[src/rtl/pc_fetch_ctrl.sv]
// -----------------------------------------------------------------------------
// pc_fetch_ctrl
//
// Program-counter register and fetch sequencer for the single-issue datapath.
// The PC is presented to instruction memory (fetch_req/fetch_ack handshake)
// and to the external PC+4 adder. The next PC is picked from the adder result
// or the branch target. The block also provides a stall hold, a sticky
// misaligned-target trap, and a retired-instruction counter.
//
// Sequence: BOOT (1 cycle) -> FETCH (wait for ack) -> ADVANCE (pick next PC)
//           -> FETCH ...  A misaligned next PC parks the block in TRAP until
//           reset.
//
// Optional build macro: PCADDER_CHECK_EN
//   When defined, every unstalled ADVANCE cycle compares pc_plus4 against an
//   internally computed PC+4 and sets the sticky adder_mismatch flag on any
//   difference. When undefined, no comparator is built and adder_mismatch
//   is tied to 0.
//
// Parameters:
//   RESET_VECTOR   PC value loaded on reset
//   CNT_WIDTH      width of the retired-instruction counter
//
// Ports:
//   clock          in   system clock, rising edge
//   reset          in   asynchronous, active-high reset
//   pc_plus4       in   [31:0] PC+4 returned by the PC adder
//   branch_target  in   [31:0] branch/jump target
//   branch_taken   in   selects branch_target (sampled in ADVANCE only)
//   stall          in   hold PC in ADVANCE (wins over branch_taken)
//   fetch_ack      in   instruction memory returned the word at PC
//   PC             out  [31:0] current program counter
//   fetch_req      out  fetch request for address PC
//   instr_valid    out  one-cycle pulse when the fetched word is valid
//   fault          out  sticky misaligned-target trap flag
//   retired_count  out  [CNT_WIDTH-1:0] number of PC advances since reset
//   adder_mismatch out  sticky adder consistency error
// -----------------------------------------------------------------------------
module pc_fetch_ctrl #(
    parameter logic [31:0] RESET_VECTOR = 32'h0000_0000,
    parameter int unsigned CNT_WIDTH    = 32
) (
    input  logic                 clock,
    input  logic                 reset,
    input  logic [31:0]          pc_plus4,
    input  logic [31:0]          branch_target,
    input  logic                 branch_taken,
    input  logic                 stall,
    input  logic                 fetch_ack,
    output logic [31:0]          PC,
    output logic                 fetch_req,
    output logic                 instr_valid,
    output logic                 fault,
    output logic [CNT_WIDTH-1:0] retired_count,
    output logic                 adder_mismatch
);

    typedef enum logic [1:0] {
        BOOT    = 2'd0,
        FETCH   = 2'd1,
        ADVANCE = 2'd2,
        TRAP    = 2'd3
    } state_t;

    state_t               state, state_d;
    logic [31:0]          pc_d;
    logic                 fetch_req_d;
    logic                 instr_valid_d;
    logic                 fault_d;
    logic [CNT_WIDTH-1:0] count_d;
    logic [31:0]          next_pc;

    // Candidate next PC; only acted on in an unstalled ADVANCE cycle.
    assign next_pc = branch_taken ? branch_target : pc_plus4;

    // Next-state and next-output logic.
    always_comb begin
        // NOTE: every signal gets a default before the case so no path leaves
        // it unassigned; without this the tool infers a latch.
        state_d       = state;
        pc_d          = PC;
        fetch_req_d   = fetch_req;
        instr_valid_d = 1'b0;
        fault_d       = fault;
        count_d       = retired_count;

        unique case (state)
            BOOT: begin
                state_d     = FETCH;
                fetch_req_d = 1'b1;
            end

            FETCH: begin
                // fetch_req is always high here, so any ack seen is genuine.
                if (fetch_ack) begin
                    fetch_req_d   = 1'b0;
                    instr_valid_d = 1'b1;
                    state_d       = ADVANCE;
                end
            end

            ADVANCE: begin
                if (!stall) begin
                    if (next_pc[1:0] != 2'b00) begin
                        // Misaligned target: freeze PC and counter, park.
                        fault_d = 1'b1;
                        state_d = TRAP;
                    end else begin
                        pc_d        = next_pc;
                        count_d     = retired_count + CNT_WIDTH'(1);
                        fetch_req_d = 1'b1;
                        state_d     = FETCH;
                    end
                end
            end

            TRAP: begin
                fetch_req_d = 1'b0;
            end

            default: state_d = TRAP;
        endcase
    end

    // State and registered outputs.
    always_ff @(posedge clock or posedge reset) begin
        if (reset) begin
            state         <= BOOT;
            PC            <= RESET_VECTOR;
            fetch_req     <= 1'b0;
            instr_valid   <= 1'b0;
            fault         <= 1'b0;
            retired_count <= '0;
        end else begin
            // NOTE: sequential state uses non-blocking assignments so every
            // register samples the pre-edge values, independent of statement
            // order.
            state         <= state_d;
            PC            <= pc_d;
            fetch_req     <= fetch_req_d;
            instr_valid   <= instr_valid_d;
            fault         <= fault_d;
            retired_count <= count_d;
        end
    end

`ifdef PCADDER_CHECK_EN
    // Consistency check of the external adder. The check is separate from
    // the datapath: the PC update still takes pc_plus4 as delivered.
    logic adder_err;

    assign adder_err = (state == ADVANCE) && !stall && (pc_plus4 != PC + 32'd4);

    always_ff @(posedge clock or posedge reset) begin
        if (reset) begin
            adder_mismatch <= 1'b0;
        end else if (adder_err) begin
            adder_mismatch <= 1'b1;
        end
    end
`else
    assign adder_mismatch = 1'b0;
`endif

endmodule
[config.mk]
export PLATFORM = sky130hd
export DESIGN_NAME = pc_fetch_ctrl
export DESIGN_NICKNAME = d
export VERILOG_FILES = /design/src/rtl/pc_fetch_ctrl.sv
export SDC_FILE = /design/constraint.sdc
export NUM_CORES = 1
export LEC_CHECK = 0
export ABC_CLOCK_PERIOD_IN_PS = 2630
export CAP_MARGIN = 0
export CORE_UTILIZATION = 44
export CTS_BUF_LIST = sky130_fd_sc_hd__clkbuf_2
export CTS_CLUSTER_DIAMETER = 40
export DETAILED_ROUTE_END_ITERATION = 10
export MAX_ROUTING_LAYER = met4
export PLACE_DENSITY = 0.83
export SYNTH_ARGS = -nofsm -noshare
export SYNTH_HDL_FRONTEND = slang
export SYNTH_SLANG_ARGS = --single-unit
[constraint.sdc]
create_clock -name clock -period 2.63 [get_ports clock]
set_input_delay 0.526 -clock clock [delete_from_list [all_inputs] [get_ports clock]]
set_output_delay 0.526 -clock clock [all_outputs]
set_load 0.02 [all_outputs]
==> flow_metrics.env <==
export IMPL_status="finished clean"
export IMPL_clock_sinks=69
export IMPL_syn_num_nets=374
export IMPL_insertion_delay_ns=0.47
export IMPL_grt_pass1_wl_um=13200
export IMPL_overflow=0
export IMPL_synth_distinct_cells=35
export IMPL_post_cts_setup_buffers=0
export IMPL_regToRegEndpoint="retired_count[22]"
export IMPL_syn_inst=301
export IMPL_finalCritPeriodShare_pct=82.0
export IMPL_regToRegSetupSlack_ns=0.71
export IMPL_synth_seq_cells=69
export IMPL_design_area_um2=4770
export IMPL_maxCapViolations=0
export IMPL_cp_max_fo=6
export IMPL_syn2layout_area_growth_pct=47.6
export IMPL_routedWlPerCell_um=14.9
export IMPL_finalSetupViolCount=0
export IMPL_final_hold_viol_count=0
export IMPL_coreArea_um2=6940
export IMPL_critical_path_class="flop to output pin"
export IMPL_cts_tree="done"
export IMPL_avgSynthCellArea_um2=10.7
export IMPL_ioPinCount=137
export IMPL_intPower_mw=2.02
export IMPL_drtAntennaViolNets=0
export IMPL_viasPerCell=5.07
export IMPL_grt_antenna_before_repair=0
export IMPL_grt_max_degree=56
export IMPL_wl_um=8030
export IMPL_portBuffers=135
export IMPL_fin_tns_setup_ns=0
export IMPL_fin_crit_ns=2.16
export IMPL_grt_usage_pct=23.1
export IMPL_combPwrFrac_pct=39.5
export IMPL_initial_core_util_pct=46.6
export IMPL_clock_skew_ns=0.0184
export IMPL_fmax_mhz=464
export IMPL_gp_congestion=0.807
export IMPL_yosysWarningCount=0
export IMPL_ctsHtreeMaxLevel=3
export IMPL_fillCellCount=568
export IMPL_drc=0
export IMPL_cts_buffers=9
export IMPL_cp_required_ns=2.10
export IMPL_root_buffer="clkbuf_2"
export IMPL_crit_buf_inv=1
export IMPL_design_final_nets=514
export IMPL_switching_share_pct=35.3
export IMPL_clockBufferDepth=2
export IMPL_p_seq_share_pct=46.1
export IMPL_die_area_um2=7690
export IMPL_max_slew_margin_pct=57.0
export IMPL_synth_area_um2=3230
export IMPL_path_delay_family="buffers and inverters"
export IMPL_antenna_cells=0
export IMPL_cts_hold_buf=0
export IMPL_cp_end_kind="output pin"
export IMPL_die_w_um=87.7
export IMPL_regToRegStartpoint="state[0]"
export IMPL_powerDensity_nw_per_um2=655
export IMPL_peakVddDrop_uv=431
export IMPL_cp_data_arrival_time_ns=1.63
export IMPL_place_area_um2=4710
export IMPL_cp_start_kind="flop"
export IMPL_rows=30
export IMPL_drt_iter0_drc=119
export IMPL_clk_pin_slew_worst_paths_ns=0.17
export IMPL_dp_hpwl_um=6070
export IMPL_drive_gt1_share_pct=6.08
export IMPL_worst_path_largest_cell_delay_ns=0.65
export IMPL_worst_pin_slew_ns=0.641
export IMPL_rr_worst_depth=7
export IMPL_path_cells="clkdlybuf4s50_1"
export IMPL_vias=2736
export IMPL_cpMaxStageDelayCell="clkdlybuf4s50_1"
export IMPL_finalMaxSlewViolations=0
export IMPL_grt_pass1_vias=2780
export IMPL_die_h_um=87.7
export IMPL_rsz0062_at_grt="false"
export IMPL_cts_resized_gates=0
export IMPL_clkPwrFrac_pct=14.4
export IMPL_p_leak_nw=2.05
export IMPL_yosysSeqAreaShare_pct=53.4
export IMPL_power_switching_mw=1.10
export IMPL_hold_path_class="primary input to async pin"
export IMPL_firstDrtPassIters=4
==> layout by cell type, fill, tap and decap left out, drive strengths merged, types with 2 or more instances in the layout <==
cell             n
o21ai           32
nand2b           2
or3              3
nand4           15
inv              6
clkdlybuf4s50  134
nand2           47
nor3             5
a211oi           2
ha               4
clkbuf          10
mux2i           30
nand3           16
buf              9
xor2             3
and3             2
dfrtp           69
nor2             6
a2111oi          2
xnor2           28
and2             4
clkinv           4
==> per-layer routing <==
metal / vias to the layer above / GRT usage (%) / routed length, µm
li1: 1323 / - / -
met4: 0 / 9.84 / 149
met2: 84 / 40.1 / 4150
met1: 1315 / 26.5 / 3320
met3: 14 / 3.58 / 405
met5: - / - / 0
==> metrics by stage <==
step | instances | hold WS [ns] | power, mW | worst slack [ns] | util, %
after global placement | 526 | 0.460 | 2.66 | 0.107 | 67.8
after CTS | 540 | 0.305 | 3.17 | 0.428 | 68.7
after detailed placement | 526 | 0.462 | 2.71 | 0.0701 | 67.8
after floorplan | 301 | 0.532 | 2.03 | 0.364 | -
final | 540 | 0.334 | 3.13 | 0.474 | 68.7
after global routing | 540 | 0.332 | 3.33 | 0.384 | 68.7
==> sequential cells by signal (all words and copies together), names as in the netlist <==
name,flops
state,2
fetch_req,1
retired_count,32
fault,1
instr_valid,1
PC,32
==> power groups by stage <==
stage / Sequential (mW) / Combinational [mW] / Clock, mW
2_1_floorplan: 1.72 / 0.309 / 0
3_3_place_gp: 1.44 / 1.21 / 0
3_5_place_dp: 1.46 / 1.25 / 0
4_1_cts: 1.44 / 1.25 / 0.471
5_1_grt: 1.47 / 1.34 / 0.515
6_report: 1.44 / 1.24 / 0.450
==> Yosys cell counts, drive strengths merged <==
| cell | number | area (µm²) |
|---|---|---|
| a211oi | 2 | 15.0 |
| buf | 5 | 33.8 |
| or3b | 1 | 8.76 |
| o21ai | 32 | 160 |
| nor3 | 5 | 25.0 |
| xnor2 | 28 | 253 |
| a22o | 1 | 8.76 |
| nand3b | 1 | 7.51 |
| a2111oi | 2 | 55.1 |
| o22ai | 1 | 6.26 |
| and2 | 4 | 25.0 |
| clkbuf | 9 | 33.8 |
| nor4 | 1 | 6.26 |
| a211o | 1 | 8.76 |
| nand3 | 16 | 80.1 |
| nand2 | 47 | 176 |
| nor2 | 6 | 22.5 |
| inv | 6 | 22.5 |
| ha | 4 | 50.1 |
| o21bai | 1 | 7.51 |
| mux2i | 30 | 300 |
| dfrtp | 69 | 1730 |
| or3 | 3 | 23.8 |
| xor2 | 3 | 26.3 |
| and3 | 2 | 12.5 |
| a221o | 1 | 10.0 |
| nand4 | 15 | 93.8 |
| conb | 1 | 3.75 |
| nor4b | 1 | 8.76 |
| and4 | 1 | 8.76 |
| nand2b | 2 | 12.5 |
==> worst max path at each step <==
stage                                 start                 to  slack, ns  depth (start not counted)
after floorplan                       reset              PC[0]       0.36                          1
after global placement          pc_plus4[0]   retired_count[3]       0.11                          6
after detailed placement        pc_plus4[0]   retired_count[3]       0.07                          6
after CTS                  retired_count[7]   retired_count[7]       0.43                          1
after global routing      retired_count[11]  retired_count[11]       0.38                          1
final                      retired_count[7]   retired_count[7]       0.47                          1
==> cells by family (layout without fill, tap and decap cells) <==
kind of cell | Yosys count | count (layout) | share of synthesized area, %
AND/OR/NAND/NOR | 105 | 105 | 15.8
flip-flops | 69 | 69 | 53.4
AO/OA/AOI/OAI | 41 | 41 | 8.40
XOR/XNOR | 31 | 31 | 8.63
multiplexers | 30 | 30 | 9.29
buffers and inverters | 20 | 163 | 2.79
adder cells (fa/ha/maj) | 4 | 4 | 1.55
other | 1 | 1 | 0.116
==> final cells by class <==
cell class	instances	area, µm²	share of cell area (%)
flip-flops and latches	69	1730	36.2
repair buffers	143	1420	29.7
multi-input cells	212	1420	29.7
well taps	96	120	2.52
clock buffers	10	50.0	1.05
inverters	6	22.5	0.472
clock inverters	4	17.5	0.367
Power figures use the tool's default switching activity.
